$ cat config.mk
export PLATFORM = sky130hd
export DESIGN_NAME = ifu_fetch
export DESIGN_NICKNAME = d
export VERILOG_FILES = /design/src/rtl/ifu_fetch.sv
export SDC_FILE = /design/constraint.sdc
export NUM_CORES = 1
export LEC_CHECK = 0
export BUFFER_PORTS_ARGS = -buffer_cell sky130_fd_sc_hd__buf_4
export CAP_MARGIN = 40
export CORE_ASPECT_RATIO = 1.1
export CORE_UTILIZATION = 45
export DETAILED_ROUTE_END_ITERATION = 8
export PLACE_DENSITY = 0.78
export SLEW_MARGIN = 20
export SYNTH_ARGS = -nofsm -noshare
export SYNTH_HDL_FRONTEND = slang
export SYNTH_SLANG_ARGS = --single-unit
$ cat constraint.sdc
create_clock -name clock -period 3.2 [get_ports clock]
set_input_delay 0.32 -clock clock [delete_from_list [all_inputs] [get_ports clock]]
set_output_delay 0.32 -clock clock [all_outputs]
set_load 0.005 [all_outputs]
$ cat src/rtl/ifu_fetch.sv
// Instruction fetch unit: one outstanding memory read, one-entry output buffer.
// Redirects override sequential PC advance and squash any in-flight fetch.
module ifu_fetch #(
   parameter int unsigned XLEN     = 32,
   parameter int unsigned PC_STEP  = 4,
   parameter logic [31:0] CNT_INIT = '0
) (
   input  logic            clock,
   input  logic            reset,
   input  logic [XLEN-1:0] pc_rdata,
   output logic            pc_wen,
   output logic [XLEN-1:0] pc_wdata,
   input  logic            redirect_valid,
   input  logic [XLEN-1:0] redirect_pc,
   output logic            req_valid,
   input  logic            req_ready,
   output logic [XLEN-1:0] req_addr,
   input  logic            rsp_valid,
   input  logic [XLEN-1:0] rsp_data,
   input  logic            rsp_err,
   output logic            inst_valid,
   input  logic            inst_ready,
   output logic [XLEN-1:0] inst_data,
   output logic [XLEN-1:0] inst_pc,
   output logic            inst_err,
   output logic [31:0]     fetch_cnt
);

   typedef enum logic [1:0] {S_REQ, S_RSP, S_OUT} state_t;

   state_t          state_q, state_d;
   logic            drop_q, drop_d;
   logic [XLEN-1:0] inst_data_q, inst_pc_q;
   logic            inst_err_q;
   logic [31:0]     cnt_q;
   logic            req_fire, rsp_take, inst_fire;

   assign req_addr  = pc_rdata;
   assign inst_data = inst_data_q;
   assign inst_pc   = inst_pc_q;
   assign inst_err  = inst_err_q;
   assign fetch_cnt = cnt_q;

   always_comb begin
      state_d   = state_q;
      drop_d    = drop_q;
      req_valid = 1'b0;
      inst_valid = 1'b0;
      pc_wen    = 1'b0;
      pc_wdata  = '0;
      req_fire  = 1'b0;
      rsp_take  = 1'b0;
      inst_fire = 1'b0;
      if (!reset) begin
         if (redirect_valid) begin
            pc_wen   = 1'b1;
            pc_wdata = redirect_pc;
         end
         case (state_q)
            S_REQ: begin
               req_valid = !redirect_valid;
               if (req_valid && req_ready) begin
                  req_fire = 1'b1;
                  state_d  = S_RSP;
               end
            end
            S_RSP: begin
               // A redirect seen before the response arrives poisons that response.
               if (rsp_valid) begin
                  drop_d = 1'b0;
                  if (drop_q || redirect_valid) begin
                     state_d = S_REQ;
                  end else begin
                     rsp_take = 1'b1;
                     state_d  = S_OUT;
                  end
               end else if (redirect_valid) begin
                  drop_d = 1'b1;
               end
            end
            S_OUT: begin
               inst_valid = !redirect_valid;
               if (redirect_valid) begin
                  state_d = S_REQ;
               end else if (inst_ready) begin
                  inst_fire = 1'b1;
                  pc_wen    = 1'b1;
                  pc_wdata  = inst_pc_q + XLEN'(PC_STEP);
                  state_d   = S_REQ;
               end
            end
            default: state_d = S_REQ;
         endcase
      end
   end

   always_ff @(posedge clock) begin
      if (reset) begin
         state_q     <= S_REQ;
         drop_q      <= 1'b0;
         inst_data_q <= '0;
         inst_pc_q   <= '0;
         inst_err_q  <= 1'b0;
         cnt_q       <= CNT_INIT;
      end else begin
         state_q <= state_d;
         drop_q  <= drop_d;
         if (req_fire) inst_pc_q <= pc_rdata;
         if (rsp_take) begin
            inst_data_q <= rsp_data;
            inst_err_q  <= rsp_err;
         end
         if (inst_fire) cnt_q <= cnt_q + 32'd1;
      end
   end

endmodule

; ---- Word-level counts from Yosys, hierarchy flattened
; Index checks and enable logic that the tools add are counted.
[totals]
latch_bits = 0
ram_bits = 0
rom_bits = 0
regBits = 100
n_memories = 0
input_bits = 103
[op_classes]
eq_ne = 5
n_bitwise = 0
n_mux = 33
n_reduce_logical = 7
order_cmp = 0
multipliers = 0
n_addsub = 2
shifts = 0
n_div = 0
[op_table]
columns = cell, n
row1 = $mux 32, 5
row2 = $add 32x1->32 const B, 1
row3 = $add 32x3->32 const B, 1
row4 = $mux 1, 22
row5 = $mux 2, 5
row6 = $pmux 2 s3, 1
row7 = $ne 2x2->1 const B, 2
row8 = $ne 3x3->1 const B, 1
row9 = $reduce_and 3->1, 1
row10 = $eq 2x1->1 const B, 1
row11 = $eq 2x2->1 const B, 1
row12 = $logic_not 2->1, 1
row13 = $reduce_and 2->1, 1
row14 = $reduce_bool 2->1, 1
row15 = $logic_and 1x1->1, 1
row16 = $logic_not 1->1, 1
row17 = $logic_or 1x1->1, 1

; ---- Depth between registers and ports, before layout
; Gate-level depths: netlist (run 1).
[logic_depth]
ltp_word = 5
ltp_mapped = 7
ltp_nobuf = 6

; ---- Least setup slack after synthesis (run 1)
; Ideal clock, no wire load.
[synth_timing]
path_kind = reg2out
from = reg inst_pc_q[2], in the netlist inst_pc[2]
to = out pc_wdata[20]
setup_slack_ps = 1204
path_buffers = 0
arrival_ps = 1676
required_ps = 2880
stages_incl_launch_ff = 7
cell_sequence = dfxtp_1 -> ha_1 -> nand4_1 -> nor4_1 -> nand4_1 -> xor2_1 -> o21ai_0
[synth_via]
elab_chain_cells = 5
[synth_lines]
columns = element, line_no
row1 = start: declaration, 33  ; logic [XLEN-1:0] inst_data_q, inst_pc_q;
row2 = start signal: assignment, 108  ; if (req_fire) inst_pc_q <= pc_rdata;
row3 = $add 32x3->32, 88  ; pc_wdata = inst_pc_q + XLEN'(PC_STEP);
row4 = $mux 32, 85  ; end else if (inst_ready) begin
row5 = $mux 32, 83  ; if (redirect_valid) begin
row6 = $mux 32, 59  ; case (state_q)
row7 = $mux 32, 54  ; if (!reset) begin
row8 = end: declaration, 12  ; output logic [XLEN-1:0] pc_wdata,
; No other way between the ends.

; ---- Worst setup path in the final report (run 1)
[layout_timing]
from = reg inst_pc_q[2], in the netlist inst_pc[2]
to = out pc_wdata[26]
; The elaborated chain is that of the path after synthesis.

==> impl_results.md, run 1 <==
* Tmin final at 2950 ps
* Number of cells after detailed placement at 1001
* Crit start category: register
* Fin. Hold Viols at 0
* Synthesized instance count at 655
* Power Dens Cells at 377 nW/um^2
* Top cell type's share of synthesized area at 40.5%
* Total CTS buffers at 9
* Num ports at 267
* Clk_lat worst skew at 350 ps
* EDFF count, synth at 0
* Register bit total from synthesis at 100
* Initial antenna violation count at 0
* Cell Chain, Critical Path: ha_1, nand4_1, nor4_1, nand3_1, xor2_1, o21ai_0, buf_4
* Critical path's slowest cell: nor4_1
* Via count at 5196
* Cell Count, Final, Fillers Out at 1017
* Area of the multi-input gates at 2540 sq um
* Root Driver: clkbuf_16
* Required time worst endpoint at 2880 ps
* Most numerous cell in the Yosys netlist: nand2_1
* Via density per instance at 5.11
* Layout Nets at 974
* Area delta synth->final at 43.5%
* Diodes inserted at 0
* DIE WIDTH at 102 um
* Sequential share of the synthesized area at 40.5%
* Static leakage at 3.01 nW
* Crit path max fanout at 7
* Hold WC Path Type: in2reg
* Hold Path Sink: drop_q$_SDFFE_PP0P_
* Post-CTS setup buffers at 0
* Crit path buffers/inverters at 1
* Crit. End Element: primary output
* Main flop type after synthesis: dfxtp_1
* Reg2Reg Capture Point: fetch_cnt[22]$_SDFFE_PP0P_
* Netlist cell types at 37
* Initial cell density of the core at 46.9%
* Skew final at 15.0 ps
* Clock Path Buffers at 2
* Period utilisation layout at 92.3%
* Largest stage delay on the critical path at 600 ps
* Post-cts sizing count at 0
* Initial DRC count at 250
* Antenna-violating nets left at 0
* DP HPWL at 11700 um
* Setup repair after global routing missed its margin: no
* Clock transition at path regs at 70 ps
* Residual DRC at 0
* Worst VDD drop at 253 uV
* Die ar. at 11400 sq um
* Max Slew Vio Count at 0
* Fmax at 339 MHz
* TNS Setup at 0 ps
* Gr ovfl total at 0
* Slew at the pin with the worst max-slew slack at 836 ps
* DR WL/cell at 15.2 um
* Max-cap violations at 0
* Port Buffers at 266
* Outcome: complete, no violations
* Synth async-reset ratio at 0%
* R2R Setup Slk at 1290 ps
* Global Route Usage Sum at 26.3%
* Worst hold stages at 2
* Synthesized area at 4940 sq um
* Fill cell count at 918
* Area contributors post-synth: dfxtp_1 40%, nand2_1 14%, xor2_1 8.1%, a21oi_1 7.1%, buf_4 5.2%
* Hold buffer count at CTS at 0
* Total wire length at 15400 um
* Worst min-delay path startpoint: rsp_valid
* Yosys warns at 0
* # H-tree levels at 3
* Critical path type: reg2out
* Final setup fails at 0
* Cell taking the most area after synthesis: dfxtp_1
* CTS tree: built
* Crit path max-delay family: simple AND/OR/NAND/NOR gates
* Reg2Reg Depth at 7
* Seq. cell area at 2000 sq um
* Site Rows at 39
* Die H at 112 um
* R2R Path Start: fetch_cnt[1]$_SDFFE_PP0P_
* Commonest cells post-synth: 181 x nand2_1, 100 x dfxtp_1, 70 x a21oi_1, 46 x xor2_1, 42 x nor2_1
* Sink Count at 100
* Arr. time, crit path at 2630 ps
* TritonRoute pass-1 iters at 5
* Largest net degree at the start of global routing at 62
* Layout cells sized above 1 at 34.6%
* Global-route wire length before repair at 23500 um
* Net count after synthesis at 760
* Max-slew headroom at 44.0%
* Syn avg cell area at 7.55 sq um
* GPL Wtd Cong at 0.922
* Number of global-route vias before repair at 4698
* CORE AREA at 10500 sq um
==> worst max-delay path by stage <==
| stage | start | endpoint | slack, ps | depth (start not counted) |
|---|---|---|---|---|
| after CTS | inst_pc[2]$_SDFFE_PP0P_ | pc_wdata[20] | 280 | 7 |
| after floorplan | inst_pc[2]$_SDFFE_PP0P_ | pc_wdata[20] | 1200 | 6 |
| after global routing | inst_pc[2]$_SDFFE_PP0P_ | pc_wdata[20] | 110 | 7 |
| after detailed placement | inst_pc[2]$_SDFFE_PP0P_ | pc_wdata[20] | 680 | 7 |
| after global placement | inst_pc[2]$_SDFFE_PP0P_ | pc_wdata[20] | 760 | 7 |
| final | inst_pc[2]$_SDFFE_PP0P_ | pc_wdata[26] | 250 | 7 |
==> cell type report <==
cell class	instances	area share (%)
inverters	3	0.159
multi-input cells	481	35.7
clock inverters	7	0.899
repair buffers	274	29.3
flip-flops and latches	100	28.2
well taps	143	2.52
clock buffers	9	3.17
==> report_power, final <==
part	switching [mW]	total (mW)	internal (mW)	leakage, nW
clock	0.522	1.07	0.549	0.142
combinational	0.134	0.312	0.178	2.06
sequential	0.0268	1.29	1.26	0.808
==> worst reg2reg max path, delay by kind of cell (launching register included) <==
family	cells	cell delay [ps]
AND/OR/NAND/NOR	4	800
flip-flops	1	410
buffers and inverters	1	230
adder cells (fa/ha/maj)	1	180
XOR/XNOR	1	180
==> routing by layer <==
metal / vias to the layer above / part of all wire [%] / GRT usage [%]
met5: - / 0 / 0
met4: 0 / 2.1 / 9.71
met3: 26 / 7.8 / 6.09
met2: 229 / 49 / 44.1
met1: 2372 / 41 / 32.6
li1: 2569 / - / -
==> stage by stage <==
stage / utilization, % / setup slack (ps) / hold WS [ps] / instance area (sq um) / total power [mW]
after floorplan: - / 1200 / 417 / 4940 / 1.44
after global placement: 64.4 / 760 / 443 / 6790 / 1.63
after detailed placement: 64.6 / 679 / 449 / 6810 / 1.63
after CTS: 67.3 / 278 / 174 / 7090 / 2.69
after global routing: 67.3 / 112 / 187 / 7090 / 2.77
final: 67.3 / 248 / 186 / 7090 / 2.67
==> state kept, by name (all words and copies together) (netlist names) <==
name / flops
fetch_cnt: 32
drop_q: 1
state_q: 2
inst_data: 32
inst_pc: 32
inst_err: 1
==> cells by family after synthesis <==
| group | after synthesis | share of synthesized area, % |
|---|---|---|
| buffers and inverters | 74 | 8.38 |
| adder cells (fa/ha/maj) | 2 | 0.506 |
| XOR/XNOR | 58 | 10.3 |
| AO/OA/AOI/OAI | 105 | 11.0 |
| flip-flops | 100 | 40.5 |
| AND/OR/NAND/NOR | 316 | 29.4 |
==> cells in the final DEF, fill, tap and decap left out, types with 2 or more instances in the layout <==
master	synthesis	final
a21oi_1	70	70
and4_1	4	4
buf_4	34	272
inv_1	3	3
xnor2_1	12	12
nor4_1	6	6
clkbuf_16	0	9
nand2b_1	2	2
nor3_1	9	8
inv_6	0	2
ha_1	2	2
nand2_1	181	181
nor2b_1	2	2
dfxtp_1	100	100
nand3_1	24	24
xor2_1	46	46
a22o_1	3	3
or3_1	4	4
nand4b_1	2	2
o21ai_0	30	30
nand4_1	20	20
nand4_2	3	3
nor2_1	42	41
and3_1	6	6
and2_1	2	2
inv_8	0	3
Note: power is estimated with default switching activity, not from simulation.
==> run 2: changes to the inputs <==
CAP_MARGIN = default   (was 40)
CTS_BUF_LIST = sky130_fd_sc_hd__clkbuf_4 sky130_fd_sc_hd__clkbuf_8   (was default)
SETUP_SLACK_MARGIN = 0.15   (was default)
==> run 2 against run 1 <==
Compared with the run above:
- maximum frequency rose by 6.9%
- first-iteration DRC count fell by 5.6%
- global-route usage rose by 0.25 points
==> impl_results.md, run 2 (synthesis gave the netlist of run 1 again) <==
* Final setup fails at 0 (unchanged)
* Max-cap violations at 0 (unchanged)
* Clock Path Buffers at 2 (unchanged)
* CORE AREA at 10500 sq um (unchanged)
* Slew at the pin with the worst max-slew slack at 836 ps (+0.659 ps)
* Residual DRC at 0 (unchanged)
* Hold Path Sink: drop_q$_SDFFE_PP0P_
* Period utilisation layout at 86.3% (-5.9 points)
* Total wire length at 15400 um (-0.16%)
* DP HPWL at 11700 um (+0.40%)
* Cell area after placement at 6790 sq um (-0.22%)
* Fmax at 362 MHz (+6.9%)
* Clk_lat worst skew at 360 ps (about the same)
* Initial cell density of the core at 46.9% (unchanged)
* Sink Count at 100 (unchanged)
* Fill cell count at 965 (+5.1%)
* Worst min-delay path startpoint: rsp_valid
* Reg2Reg Capture Point: fetch_cnt[22]$_SDFFE_PP0P_
* TritonRoute pass-1 iters at 4 (-1)
* Max-slew headroom at 44.2% (+0.26 points)
* DIE WIDTH at 102 um (unchanged)
* Hold WC Path Type: in2reg
* Diodes inserted at 0 (unchanged)
* Tmin final at 2760 ps (-190 ps)
* Skew final at 15.9 ps (+0.936 ps)
* Fin. Hold Viols at 0 (unchanged)
* CTS tree: built
* R2R Path Start: fetch_cnt[1]$_SDFFE_PP0P_
* DR WL/cell at 15.1 um (about the same)
* Clk pwr share at 32.7% (-7.4 points)
* Initial DRC count at 236 (-5.6%)
* Clock transition at path regs at 110 ps (+40 ps)
* Die ar. at 11400 sq um (unchanged)
* Commonest non-fill, non-tap cell in the layout: buf_4
* Finished Cell Area at 7000 sq um (-1.4%)
* Global-route wire length before repair at 23800 um (+1.2%)
* Cell Count, Final, Fillers Out at 1016 (-0.098%)
* Worst VDD drop at 258 uV (+2.1%)
* # H-tree levels at 3 (unchanged)
* TNS Setup at 0 ps (unchanged)
* Max Slew Vio Count at 0 (unchanged)
* Total CTS buffers at 9 (unchanged)
* R2R Setup Slk at 1270 ps (-20 ps)
* Outcome: complete, no violations
* Antenna-violating nets left at 0 (unchanged)
* Worst hold stages at 2 (unchanged)
* Power Dens Cells at 340 nW/um^2 (-9.7%)
* Sw power at 635 uW (-7.0%)
* Num ports at 267 (unchanged)
* GPL Wtd Cong at 0.922 (unchanged)
* Reg power frac at 54.3% (+6.0 points)
* Most frequent cells in the layout: 272 x buf_4, 181 x nand2_1, 100 x dfxtp_1
* Die H at 112 um (unchanged)
* Setup repair after global routing missed its margin: no
* Via density per instance at 5.17 (+1.1%)
* Required time worst endpoint at 2880 ps (about the same)
* Crit. End Element: primary output
* Gr ovfl total at 0 (unchanged)
* Initial antenna violation count at 0 (unchanged)
* Crit start category: register
* Crit path max fanout at 6 (-1)
* Cell internal pwr at 1.75 mW (-12%)
* Global Route Usage Sum at 26.6% (+0.25 points)
* Site Rows at 39 (unchanged)
* Layout Nets at 973 (-0.10%)
* Arr. time, crit path at 2440 ps (-190 ps)
* Number of cells after detailed placement at 1000 (-0.10%)
* Static leakage at 2.96 nW (-1.7%)
* Switch share at 26.7% (+1.1 points)
* Via count at 5248 (+1.0%)
* Reg2Reg Depth at 7 (unchanged)
* Post-CTS setup buffers at 0 (unchanged)
* Area delta synth->final at 41.5%
* Largest net degree at the start of global routing at 62 (unchanged)
* Layout cells sized above 1 at 34.8% (+0.27 points)
* Critical path type: reg2out
* Root Driver: clkbuf_8
* Number of global-route vias before repair at 4788 (+1.9%)
* Core Util, Final at 66.4% (-0.94 points)
* Logic pwr share at 13.1% (+1.4 points)
* Port Buffers at 266 (unchanged)
## run 2: worst max path at each step
stage / start / endpoint
CTS: inst_pc[2]$_SDFFE_PP0P_ / pc_wdata[20]
detailed placement: inst_pc[2]$_SDFFE_PP0P_ / pc_wdata[20]
global placement: inst_pc[2]$_SDFFE_PP0P_ / pc_wdata[20]
finish: inst_pc[3]$_SDFFE_PP0P_ / pc_wdata[26]
floorplan: inst_pc[2]$_SDFFE_PP0P_ / pc_wdata[20]
global route: inst_pc[2]$_SDFFE_PP0P_ / pc_wdata[20]
## run 2: layer usage
metal / GRT usage, % / wire (um) / up-vias
met5: 0 / 0 / -
met4: 9.24 / 272 / 0
met3: 6.59 / 1250 / 23
met2: 45.4 / 7590 / 223
met1: 32.2 / 6280 / 2432
li1: - / - / 2570
## run 2: final cells by class
cell class | count | area, sq um | area share, %
Inverter | 3 | 11.3 | 0.161
Tap cell | 143 | 179 | 2.56
Clock inverter | 7 | 67.6 | 0.966
Timing Repair Buffer | 273 | 2060 | 29.5
Multi-Input combinational cell | 481 | 2550 | 36.5
Sequential cell | 100 | 2000 | 28.6
Clock buffer | 9 | 124 | 1.77
## run 2: critical path: stages, from the launching register on
cell and delay [ps]:
dfxtp_1 450, ha_1 300, nand4_1 190, nor4_2 400, nand3_1 170, xor2_1 170, o21ai_0 230, buf_4 170
## run 2: repair_timing
| action | CTS | global route |
|---|---|---|
| gates resized for setup | 0 | 2 |
| hold buffers | 0 | 0 |
| endpoints found under the setup margin | 0 | 5 |
## run 2: power groups by stage
| stage | sequential, mW | clock (mW) | combinational [mW] |
|---|---|---|---|
| global route | 1.30 | 0.852 | 0.335 |
| floorplan | 1.31 | 0 | 0.123 |
| CTS | 1.29 | 0.805 | 0.311 |
| detailed placement | 1.32 | 0 | 0.310 |
| finish | 1.29 | 0.778 | 0.311 |
| global placement | 1.32 | 0 | 0.307 |
## run 2: per-stage QoR
step | hold WS, ps | power (mW) | setup slack [ps]
2_1_floorplan | 417 | 1.44 | 1200
3_3_place_gp | 443 | 1.63 | 760
3_5_place_dp | 449 | 1.63 | 676
4_1_cts | 127 | 2.41 | 245
5_1_grt | 141 | 2.48 | 218
6_report | 150 | 2.38 | 438
